`src/rtl/mul_pkg.sv`:
```
// Shared definitions for the parametrised sequential multiplier.
//   mul_state_t : IDLE / RUN / DONE controller states
//   iter_count  : number of RUN iterations for a given operand width and step
//   bpc_legal   : parameter legality test used at elaboration time
package mul_pkg;

    typedef enum logic [1:0] {
        IDLE,
        RUN,
        DONE
    } mul_state_t;

    function automatic int iter_count(input int width, input int bits_per_cycle);
        return width / bits_per_cycle;
    endfunction

    // Step must be 1, 2 or 4 and must split the operand into whole digits.
    function automatic bit bpc_legal(input int width, input int bits_per_cycle);
        return ((bits_per_cycle == 1) || (bits_per_cycle == 2) || (bits_per_cycle == 4))
               && ((width % bits_per_cycle) == 0);
    endfunction

endpackage

```
`src/rtl/acc_window_extract.sv`:
```
// Combinational sliding-window selector over the product accumulator.
//   acc   in  ACC_W  accumulator contents
//   index in  IDX_W  window position, in units of STEP bits
//   win   out WIN_W  acc[index*STEP +: WIN_W], zero-padded above ACC_W
module acc_window_extract #(
    parameter int ACC_W = 32,
    parameter int WIN_W = 17,
    parameter int STEP  = 1,
    localparam int IDX_W = ((ACC_W / STEP) > 1) ? $clog2(ACC_W / STEP) : 1
) (
    input  logic [ACC_W-1:0] acc,
    input  logic [IDX_W-1:0] index,
    output logic [WIN_W-1:0] win
);

    // Padding above the accumulator so a window reaching past the top reads zeros.
    logic [ACC_W+WIN_W-1:0] padded;

    assign padded = {{WIN_W{1'b0}}, acc};
    assign win    = WIN_W'(padded >> (index * STEP));

endmodule

```
`src/rtl/mul_seq_param.sv`:
```
// Iterative shift-and-add multiplier retiring BITS_PER_CYCLE multiplier bits per clock.
//   clk, rst_n            clock, asynchronous active-low reset
//   in_valid / in_ready   operand handshake (a, b, is_signed sampled on accept)
//   a, b                  multiplicand / multiplier, WIDTH bits
//   is_signed             two's-complement operands (ignored when SIGNED_EN=0)
//   out_valid / out_ready product handshake
//   product               exact 2*WIDTH-bit result, held until handed off
//   busy                  high while an operation is in RUN or DONE
module mul_seq_param
    import mul_pkg::*;
#(
    parameter int WIDTH          = 16,
    parameter int BITS_PER_CYCLE = 1,
    parameter bit SIGNED_EN      = 1'b1
) (
    input  logic               clk,
    input  logic               rst_n,
    input  logic               in_valid,
    output logic               in_ready,
    input  logic [WIDTH-1:0]   a,
    input  logic [WIDTH-1:0]   b,
    input  logic               is_signed,
    output logic               out_valid,
    input  logic               out_ready,
    output logic [2*WIDTH-1:0] product,
    output logic               busy
);

    localparam int B     = BITS_PER_CYCLE;
    localparam int N     = iter_count(WIDTH, BITS_PER_CYCLE);
    localparam int PW    = 2 * WIDTH;
    localparam int WIN_W = WIDTH + B;
    localparam int KW    = ((PW / B) > 1) ? $clog2(PW / B) : 1;

    if (!bpc_legal(WIDTH, BITS_PER_CYCLE)) begin : g_param_check
        $error("mul_seq_param: BITS_PER_CYCLE must be 1, 2 or 4 and divide WIDTH");
    end

    mul_state_t        state, state_next;
    logic [KW-1:0]     k;
    logic [WIDTH-1:0]  a_mag_q, b_mag_q;
    logic              neg_q;
    logic [PW-1:0]     acc, acc_next;

    logic              signed_op;
    logic [WIDTH-1:0]  a_mag, b_mag;
    logic [B-1:0]      d;
    logic [WIN_W-1:0]  win, win_sum;
    logic              last_iter;

    // Magnitudes of the incoming operands; -2^(WIDTH-1) negates to itself,
    // which is exactly its magnitude when read unsigned.
    assign signed_op = SIGNED_EN && is_signed;
    assign a_mag     = (signed_op && a[WIDTH-1]) ? -a : a;
    assign b_mag     = (signed_op && b[WIDTH-1]) ? -b : b;

    assign last_iter = (k == KW'(N - 1));
    assign d         = B'(b_mag_q >> (k * B));

    acc_window_extract #(
        .ACC_W (PW),
        .WIN_W (WIN_W),
        .STEP  (B)
    ) u_win (
        .acc   (acc),
        .index (k),
        .win   (win)
    );

    // The window holds at most |a|*(2^(kB)-1)/2^(kB) + |a|*d < 2^(WIDTH+B): no carry out.
    assign win_sum  = win + WIN_W'(a_mag_q) * WIN_W'(d);
    assign acc_next = (acc & ~(PW'({WIN_W{1'b1}}) << (k * B)))
                    | (PW'(win_sum) << (k * B));

    // NOTE: every output and next-state variable gets a default before the case,
    // so no path leaves one unassigned and no latch is inferred.
    always_comb begin
        state_next = state;
        in_ready   = 1'b0;
        out_valid  = 1'b0;
        busy       = 1'b0;
        case (state)
            IDLE: begin
                in_ready = 1'b1;
                if (in_valid) state_next = RUN;
            end
            RUN: begin
                busy = 1'b1;
                if (last_iter) state_next = DONE;
            end
            DONE: begin
                busy      = 1'b1;
                out_valid = 1'b1;
                if (out_ready) state_next = IDLE;
            end
            default: state_next = IDLE;
        endcase
    end

    // NOTE: state is updated with non-blocking assignments so every register
    // samples the pre-edge values of the others, independent of statement order.
    always_ff @(posedge clk or negedge rst_n) begin
        if (!rst_n) begin
            state   <= IDLE;
            k       <= '0;
            acc     <= '0;
            a_mag_q <= '0;
            b_mag_q <= '0;
            neg_q   <= 1'b0;
            product <= '0;
        end else begin
            state <= state_next;
            case (state)
                IDLE: begin
                    if (in_valid) begin
                        a_mag_q <= a_mag;
                        b_mag_q <= b_mag;
                        neg_q   <= signed_op && (a[WIDTH-1] ^ b[WIDTH-1]);
                        acc     <= '0;
                        k       <= '0;
                    end
                end
                RUN: begin
                    acc <= acc_next;
                    k   <= k + 1'b1;
                    if (last_iter) product <= neg_q ? -acc_next : acc_next;
                end
                default: ;
            endcase
        end
    end

endmodule

```
`config.mk`:
```
export PLATFORM = sky130hd
export DESIGN_NAME = mul_seq_param
export DESIGN_NICKNAME = d
export VERILOG_FILES = /design/src/rtl/mul_pkg.sv /design/src/rtl/acc_window_extract.sv /design/src/rtl/mul_seq_param.sv
export SDC_FILE = /design/constraint.sdc
export NUM_CORES = 1
export LEC_CHECK = 0
export ABC_CLOCK_PERIOD_IN_PS = 8300
export BUFFER_PORTS_ARGS = -buffer_cell sky130_fd_sc_hd__buf_4
export CAP_MARGIN = 15
export CORE_MARGIN = 1.5
export CORE_UTILIZATION = 63
export CTS_BUF_LIST = sky130_fd_sc_hd__clkbuf_16
export DETAILED_ROUTE_END_ITERATION = 7
export PLACE_DENSITY = 0.9
export SYNTH_ARGS = -nofsm -noshare
export SYNTH_HDL_FRONTEND = slang
export SYNTH_SLANG_ARGS = --single-unit
export TNS_END_PERCENT = 10
```
`constraint.sdc`:
```
create_clock -name clk -period 8.3 [get_ports clk]
set_input_delay 1.245 -clock clk [delete_from_list [all_inputs] [get_ports clk]]
set_output_delay 1.245 -clock clk [all_outputs]
set_load 0.05 [all_outputs]
```
==> key figures <==
Status
  • Status: complete, no violations

Critical path
  • Critical setup path kind: register to register
  • Worst-path fanout max: 42
  • Worst Setup Start Kind: register
  • Worst EP required: 8.53 ns
  • Setup crit end kind: register
  • Worst EP arrival: 7.52 ns

Layout
  • Layout Area Growth over Synthesis: 9.034%
  • Final instance area: 10990 sq um
  • Layout cells sized above 1: 13.52%
  • Final #Nets: 1384
  • # diodes: 0

Detailed routing
  • WL/cell: 23.73 microns
  • ANT nets after route: 0
  • DR pass1 iterations: 6
  • Vias: 10970
  • Final wirelength: 36.55 mm
  • DR vias/cell: 7.126
  • Initial DRC count: 1969
  • # DRC: 0

Clocking
  • Post-CTS resize count: 0
  • Clock Tree Root: clkbuf_16
  • Clock transition at path regs: 0.09 ns
  • CTS tree: done
  • Clock buffer depth: 2
  • Post-CTS setup buffer count: 0
  • Clock Sinks: 104
  • Clock buffer count from CTS: 9
  • Worst skew pair latency: 0.38 ns
  • Hold Buf Count CTS: 0
  • CTS HTree Levels: 3

Floorplan
  • Die Wd: 129.5 microns
  • Starting Density: 63.93%
  • Core box area: 15770 sq um
  • Die height: 129.5 microns
  • Std-Cell Rows: 46
  • IO Pins: 72
  • Die footprint: 16770 sq um

Power
  • Total Power: 0.005438 W
  • Lkg Pwr: 4.609 nW
  • Worst IR drop on VDD: 0.5364 mV
  • Pwr dens: 494.6 nW/um^2

Global route
  • First-pass GRT wire length: 56.63 mm
  • Largest net degree at the start of global routing: 68
  • Overflow after GRT: 0
  • Initial antenna violation count: 0
  • Vias in the first global route: 10040
  • Total track usage: 44.26%

STA
  • Max frequency: 137.1 MHz
  • Worst clock skew: 0.01316 ns
  • Final Hold Viols: 0
  • Final setup violation count: 0
  • Pins Over Slew Limit: 0
  • Worst-margin pin slew: 1.222 ns
  • Fin Setup TNS: 0 ns
  • Max-slew headroom: 16.45%
  • Minimum clock period after layout: 7.293 ns
  • Fin crit share: 87.86%
  • RSZ-0062 raised after global routing: no

Synth
  • Ys async rst share: 100.0%
  • Count of cell types in the netlist: 101
  • Synth top area cells: dfrtp_1 (26%), nand2_1 (8.5%), o21ai_0 (7.1%)
  • Synthesis Warnings: 0
  • Post-synthesis cell count: 1309
  • Sequential share of the synthesized area: 25.81%
  • Net Count, Synth: 1374
  • Syn avg cell area: 7.702 sq um
  • Main synth FF type: dfrtp_1
  • Yosys top cell area share: 25.81%
  • Synth Register Bits: 104
  • Mapped cell area: 10080 sq um
  • Synth area leader: dfrtp_1
  • Post-synth EDFFs: 0

Placement
  • Placer Congestion: 1.076
  • Placed inst area: 10680 sq um
  • # port buffers: 71
  • DP HPWL: 26.98 mm

Flow run
  • Max-cap violations: 0

Min path
  • Worst hold path class: register to register
==> final cells by class <==
| class | instances | area [sq um] |
|---|---|---|
| tap | 216 | 270.3 |
| clock inverter | 7 | 86.33 |
| multi-input combinational | 1085 | 7017 |
| sequential | 104 | 2606 |
| clock buffer | 9 | 225.2 |
| timing repair buffer | 91 | 683.2 |
| fill | 1317 | 4777 |
| inverter | 28 | 105.1 |
==> worst paths after layout <==
kind | from | to | slack [ns] | cells after the start
max | k[1]$_DFFE_PN0P_ | product[28]$_DFFE_PN0P_ | 1.01 | 19
max in group asynchronous | rst_n | k[0]$_DFFE_PN0P_ | 6.10 | 2
min reg2reg | a_mag_q[2]$_DFFE_PN0P_ | a_mag_q[2]$_DFFE_PN0P_ | 0.48 | 2
min in group asynchronous | rst_n | product[21]$_DFFE_PN0P_ | 0.83 | 1
min | a_mag_q[2]$_DFFE_PN0P_ | a_mag_q[2]$_DFFE_PN0P_ | 0.48 | 2
max reg2reg | k[1]$_DFFE_PN0P_ | product[28]$_DFFE_PN0P_ | 1.01 | 19
==> synth_stat cells, types with 12 or more instances <==
| cell type | instances |
|---|---|
| a211oi_1 | 16 |
| a21oi_1 | 82 |
| and2_1 | 12 |
| and3_1 | 20 |
| buf_1 | 16 |
| buf_2 | 12 |
| clkbuf_1 | 62 |
| dfrtp_1 | 104 |
| ha_1 | 27 |
| inv_1 | 26 |
| mux2i_1 | 36 |
| mux4_2 | 14 |
| nand2_1 | 229 |
| nand3_1 | 34 |
| nand4_1 | 12 |
| nor2_1 | 91 |
| nor3_1 | 21 |
| o211ai_1 | 17 |
| o21ai_0 | 143 |
| o22ai_1 | 14 |
| o31ai_1 | 13 |
| xnor2_1 | 55 |
==> flip-flops by register name, indices dropped and copies added (netlist names) <==
register  cells
acc          32
product      32
a_mag_q      16
b_mag_q      16
k             5
state         2
neg_q         1
==> worst max-delay path, cell delays in order, from the launching register on <==
cell and delay (ns):
dfrtp_2 0.88, nor2b_1 0.86, a21oi_1 0.22, nand2_1 0.14, o21ai_0 0.08, o21ai_0 0.34, mux2_2 0.26, ha_1 0.27
a211oi_4 0.40, o21a_4 0.24, xnor2_1 0.13, a21oi_1 0.43, o21ai_1 0.27, a22oi_1 0.50, nand3_1 0.27, or2_2 0.35
or4_1 0.58, o31ai_1 0.63, xnor2_1 0.19, o21ai_1 0.07
==> cells in the final DEF, fill, tap and decap left out, types with 12 or more instances in the layout <==
cell type,synthesis,final
and3_1,20,20
mux4_2,14,14
o211ai_1,17,17
o21ai_0,143,143
and2_1,12,12
nor2_1,91,91
xnor2_1,55,55
o31ai_1,13,13
a21oi_1,82,82
mux2i_1,36,36
inv_1,26,26
nand4_1,12,12
o22ai_1,14,14
dfrtp_1,104,101
a211oi_1,16,16
ha_1,27,27
buf_4,1,91
nand2_1,229,228
nand3_1,34,34
nor3_1,21,21
==> per-stage QoR <==
step	utilization (%)	setup WS [ns]	hold slack, ns	std cells
after CTS	69.71	1.262	0.4817	1540
after detailed placement	67.73	1.263	0.4651	1524
after floorplan	-	1.403	0.4418	1309
final	69.71	1.007	0.4810	1540
after global routing	69.71	0.5951	0.5085	1540
after global placement	67.73	1.438	0.4576	1524
==> per-layer routing <==
metal	vias up	share of wire [%]	global-route usage [%]
met5	-	0	0
met4	0	4.4	17.78
met3	151	12	12.35
met2	780	43	66.11
met1	5187	41	60.83
li1	4856	-	-
==> logic make-up after synthesis <==
logic type	share of synthesized area (%)
simple gates	22.02
mux	7.967
compound gates	30.28
xor+xnor	5.647
buf+inv	4.728
fa+ha+maj	3.549
flops	25.81
==> where the power goes <==
part / internal, W / switching (W) / total [W]
Sequential: 0.000624 / 0.000150 / 0.000774
Clock: 0.000217 / 0.000241 / 0.000458
Combinational: 0.00143 / 0.00278 / 0.00421
Note: power is estimated with default switching activity, not from simulation.
